===== config.mk =====
export PLATFORM = sky130hd
export DESIGN_NAME = inference_scoreboard
export DESIGN_NICKNAME = d
export VERILOG_FILES = /design/src/rtl/inference_scoreboard.sv
export SDC_FILE = /design/constraint.sdc
export NUM_CORES = 1
export LEC_CHECK = 0
export ABC_AREA = 1
export BUFFER_PORTS_ARGS = -buffer_cell sky130_fd_sc_hd__buf_2
export CORE_MARGIN = 3
export CORE_UTILIZATION = 40
export DETAILED_ROUTE_END_ITERATION = 8
export PLACE_DENSITY = 0.56
export SLEW_MARGIN = 20
export SYNTH_ARGS = -nofsm -noshare
export SYNTH_HDL_FRONTEND = slang
export SYNTH_SLANG_ARGS = --single-unit

===== constraint.sdc =====
create_clock -name clk -period 7.8 [get_ports clk]
set_input_delay 0 -clock clk [delete_from_list [all_inputs] [get_ports clk]]
set_output_delay 0 -clock clk [all_outputs]
set_load 0.1 [all_outputs]

===== src/rtl/inference_scoreboard.sv =====
// inference_scoreboard: scores classifier samples against labels and reports running accuracy
// via a serial restoring divider, one quotient bit per cycle.
module inference_scoreboard #(
    parameter int NUM_CLASSES = 10,
    parameter int MAX_INPUTS  = 200,
    parameter int MODE        = 0,
    parameter int ACC_W       = 9,
    localparam int CNT_W = $clog2(MAX_INPUTS + 1),
    localparam int NUM_W = CNT_W + 7
) (
    input  logic                   clk,
    input  logic                   rst_overall_n,
    input  logic                   clear,
    input  logic                   sample_valid,
    output logic                   sample_ready,
    input  logic [NUM_CLASSES-1:0] expected,
    input  logic [NUM_CLASSES-1:0] obtained,
    output logic [CNT_W-1:0]       count,
    output logic [CNT_W-1:0]       correct,
    output logic [ACC_W-1:0]       accuracy,
    output logic                   acc_valid,
    output logic                   match_last,
    output logic                   run_done
);
    localparam int SW = $clog2(NUM_W + 1);
    localparam logic [SW-1:0]    LAST = SW'(NUM_W);
    localparam logic [CNT_W-1:0] FULL = CNT_W'(MAX_INPUTS);

    typedef enum logic [1:0] {IDLE, DIV, DONE} state_t;
    state_t state;

    logic [NUM_W-1:0] num;
    logic [CNT_W-1:0] rem;
    logic [SW-1:0]    step;
    logic [CNT_W:0]   rem_sh;
    logic [CNT_W-1:0] correct_nx;
    logic             match;
    logic             ge;

    assign match = (MODE == 0) ? ((expected == obtained) && (|obtained))
                               : ($onehot(obtained) && (|(expected & obtained)));
    assign correct_nx   = correct + CNT_W'(match);
    assign rem_sh       = {rem, num[NUM_W-1]};
    assign ge           = rem_sh >= {1'b0, count};
    assign sample_ready = state == IDLE;

    // num holds the dividend on entry to DIV and is shifted into the quotient as it drains
    always_ff @(posedge clk or negedge rst_overall_n) begin
        if (!rst_overall_n) begin
            state      <= IDLE;
            count      <= '0;
            correct    <= '0;
            accuracy   <= '0;
            acc_valid  <= 1'b0;
            match_last <= 1'b0;
            run_done   <= 1'b0;
            num        <= '0;
            rem        <= '0;
            step       <= '0;
        end else if (clear) begin
            state      <= IDLE;
            count      <= '0;
            correct    <= '0;
            accuracy   <= '0;
            acc_valid  <= 1'b0;
            match_last <= 1'b0;
            run_done   <= 1'b0;
            num        <= '0;
            rem        <= '0;
            step       <= '0;
        end else begin
            acc_valid <= 1'b0;
            case (state)
                IDLE: if (sample_valid) begin
                    count      <= count + 1'b1;
                    correct    <= correct_nx;
                    match_last <= match;
                    num        <= NUM_W'(correct_nx) * NUM_W'(100);
                    rem        <= '0;
                    step       <= '0;
                    state      <= DIV;
                end
                DIV: if (step == LAST) begin
                    accuracy  <= ACC_W'(num);
                    acc_valid <= 1'b1;
                    run_done  <= count == FULL;
                    state     <= (count == FULL) ? DONE : IDLE;
                end else begin
                    rem  <= CNT_W'(ge ? rem_sh - {1'b0, count} : rem_sh);
                    num  <= {num[NUM_W-2:0], ge};
                    step <= step + 1'b1;
                end
                default: ;
            endcase
        end
    end
endmodule


==> results by group <==
Die
  • Core area: 9910 um^2
  • Die W: around 110 um
  • # IOs: 53
  • Die height: 108 um
  • Cell Rows: 36
  • Initial Util: about two fifths
  • Total die area: 11600 um^2

Critical path
  • Crit-path slowest cell: xor2_1
  • CP Cell Sequence: buf_2, xor2_1, nor3b_1, nand3b_1, nor3_1, ha_1, ha_1, nand3_1, nor3_1, xor2_1, inv_1, ha_1, ha_1, ha_1, ha_1, a21oi_1, nor2_1, nor2_1, nand2_1, nand2_1, nand3_1, nand2_1, nand2_1
  • Worst-path maximum fanout: 5
  • Crit-path max cell delay: 0.40 ns
  • Worst Setup Path Type: in2reg
  • Worst path most repeated cell: ha_1
  • CP startpoint kind: input port
  • CP endpoint kind: flop
  • Worst endpoint data arrival time: about 4.1 ns
  • Worst EP required: 8.02 ns

Synthesis
  • Synthesized flop and latch total: 57
  • Synth cell types: 41
  • Prevailing post-synth register cell: dfrtp_1
  • Avg Inst Size Synth: 7.60 um^2
  • Synth Instances: 544
  • EDFF count, synth: 0
  • Ys Warns: 0
  • Async set-reset flop share out of synthesis: 100%
  • Post-synthesis net count: 613
  • Seq/Total Area, Yosys: 34.5%
  • Mapped Area: 4130 um^2

Place
  • Dpl ws: around 3.6 ns
  • DP Wirelength: 7.32 mm
  • Dpl cells: slightly above 700
  • PortBufs: 52
  • DP Area: 4500 um^2
  • Routability cong.: 0.846

Cells and area
  • Util after Layout: 47.8%
  • Design Area, Final: 4740 um^2
  • Commonest non-fill, non-tap cell in the layout: nand2_1
  • Number of diodes: 0
  • Non-filler cells, final: 740
  • Fillers: 1008
  • Share of post-route cells with drive strength above 1: 14.8%
  • Final net count: around 670
  • Most frequent cells in the layout: nand2_1 (141), inv_1 (89), dfrtp_1 (57), buf_2 (52), ha_1 (41)
  • Layout overhead on the synthesized area: 14.7%

Routing
  • Routed wire length per instance: approximately 13 um
  • Post-DR vias/cell: approximately 4.8
  • Via count: 3581
  • DR iter-0 viols: 173
  • DRC viols: 0
  • Drt total wl: 9.59 mm
  • Drt pass-1 iters: 4
  • Routed Antenna Nets: 0

STA
  • Tcrit/Tclk final: between 40% and 50%
  • Final setup margin: 3.97 ns
  • Final setup fails: 0
  • Fin. max-slew vios: 0
  • Final Hold Fails: 0
  • RSZ-0062 raised after global routing: no
  • Post-route setup TNS: 0 ns
  • Clock Skew: 0.00961 ns
  • Achievable Freq: 261 MHz
  • WHS: 0.0648 ns
  • Slew @ Worst Pin: around 0.73 ns
  • Crit path time final: around 3.8 ns
  • Relative slew margins: 51.1%

CTS
  • CTS buffer count: 9
  • CTS Sinks: 57
  • Number of post-CTS setup repair buffers: 0
  • CTS tree: built
  • Cts repair resizes: 0
  • CTS Root Cell: clkbuf_8
  • Clock tree buffer depth: 2
  • Skew-Pair Late Insertion Delay: 0.34 ns
  • Clk pin slew, worst setup/hold paths: 0.07 ns
  • # hold bufs at CTS: 2
  • H-tree depth: 3

Global routing
  • Largest net degree at the start of global routing: 58
  • GRT Resource Usage Total: between 10% and 20%
  • Wire length of the first global-routing pass: 16.3 mm
  • GRT overflow: 0
  • Antenna violations before repair: 0
  • Vias in the first global route: 3420

Power
  • Sw Share: between 40% and 50%
  • Maximum VDD drop: 0.182 mV
  • Power share of the combinational group: 46.6%
  • P_sw: 0.544 mW
  • Clock power share: 24.8%
  • Sequential share of power: 28.6%
  • Power per cell area: approximately 260 nW/um^2
  • Cell-internal power: 0.712 mW
  • Total power: roughly 1.3 mW
  • Leakage: 2.68 nW

Outcome
  • Status: finished clean

Hold path
  • HP Class: in2reg

Run
  • Max Cap Viol: 0
## routing by layer
layer,up-vias,GRT usage (%),part of all wire [%]
li1,1870,-,-
met1,1623,25.8,52
met2,76,26.2,43
met3,12,3.06,4.2
met4,0,5.05,1.4
met5,-,0,0
## worst max-delay path, delay by kind of cell
| family | cells | cell delay [ns] |
|---|---|---|
| buf+inv | 2 | 0.22 |
| xor+xnor | 2 | 0.56 |
| fa+ha+maj | 6 | 1.67 |
| simple gates | 12 | 1.29 |
| compound gates | 1 | 0.30 |
## layout make-up
| type | count | area [um^2] | share of cell area [%] |
|---|---|---|---|
| Multi-Input combinational cell | 386 | 2290 | 48.3 |
| Timing Repair Buffer | 55 | 288 | 6.07 |
| Clock buffer | 11 | 141 | 2.98 |
| Clock inverter | 5 | 78.8 | 1.66 |
| Tap cell | 133 | 166 | 3.51 |
| Inverter | 93 | 352 | 7.42 |
| Sequential cell | 57 | 1430 | 30.1 |
## power groups by stage
stage / Clock [mW] / Combinational, mW / Sequential [mW]
after floorplan: 0 / 0.426 / 0.395
after global placement: 0 / 0.576 / 0.363
after detailed placement: 0 / 0.583 / 0.363
after CTS: 0.317 / 0.586 / 0.358
after global routing: 0.334 / 0.671 / 0.365
final: 0.312 / 0.584 / 0.359
## final timing paths
check / end / start / cells past startpoint / slack (ns)
worst max register to register: num[14] / correct[0] / 18 / 4.01
worst max-delay path: num[14] / expected[1] / 23 / 3.97
worst min register to register: num[13] / num[13] / 2 / 0.49
max in group asynchronous: correct[7] / rst_overall_n / 3 / 6.96
worst min-delay path: match_last / expected[2] / 6 / 0.06
min in group asynchronous: acc_valid / rst_overall_n / 3 / 0.34
## synthesized netlist by cell type, types with 3 or more instances
master	count	area, um^2
a21oi_1	14	70.1
inv_1	89	334
nor3_1	8	40.0
nand2_4	4	45.0
a22oi_1	3	22.5
dfrtp_1	57	1430
xor2_1	13	114
o21ai_1	3	15.0
nand3b_1	7	52.6
inv_2	3	11.3
nand4_1	13	81.3
xnor2_1	5	43.8
buf_2	3	15.0
nand2_2	3	18.8
or2_2	5	31.3
nand2_1	141	529
ha_1	41	513
nand3_1	39	195
o22ai_1	9	56.3
fa_1	4	80.1
nor2_1	38	143
o21ai_0	19	95.1
## flip-flops by register name (all words and copies together) (netlist names), 2 cells and up
name      flops
count         8
num          15
rem           8
correct       8
state         2
step          4
accuracy      9
## kinds of logic after synthesis
logic type,synth area share [%]
DFF,34.5
AOI/OAI and AO/OA,8.20
buffers and inverters,10.1
adders and majority gates,14.4
and+or+nand+nor,29.0
xor gates and xnor gates,3.81
(Power assumes the default switching activity.)
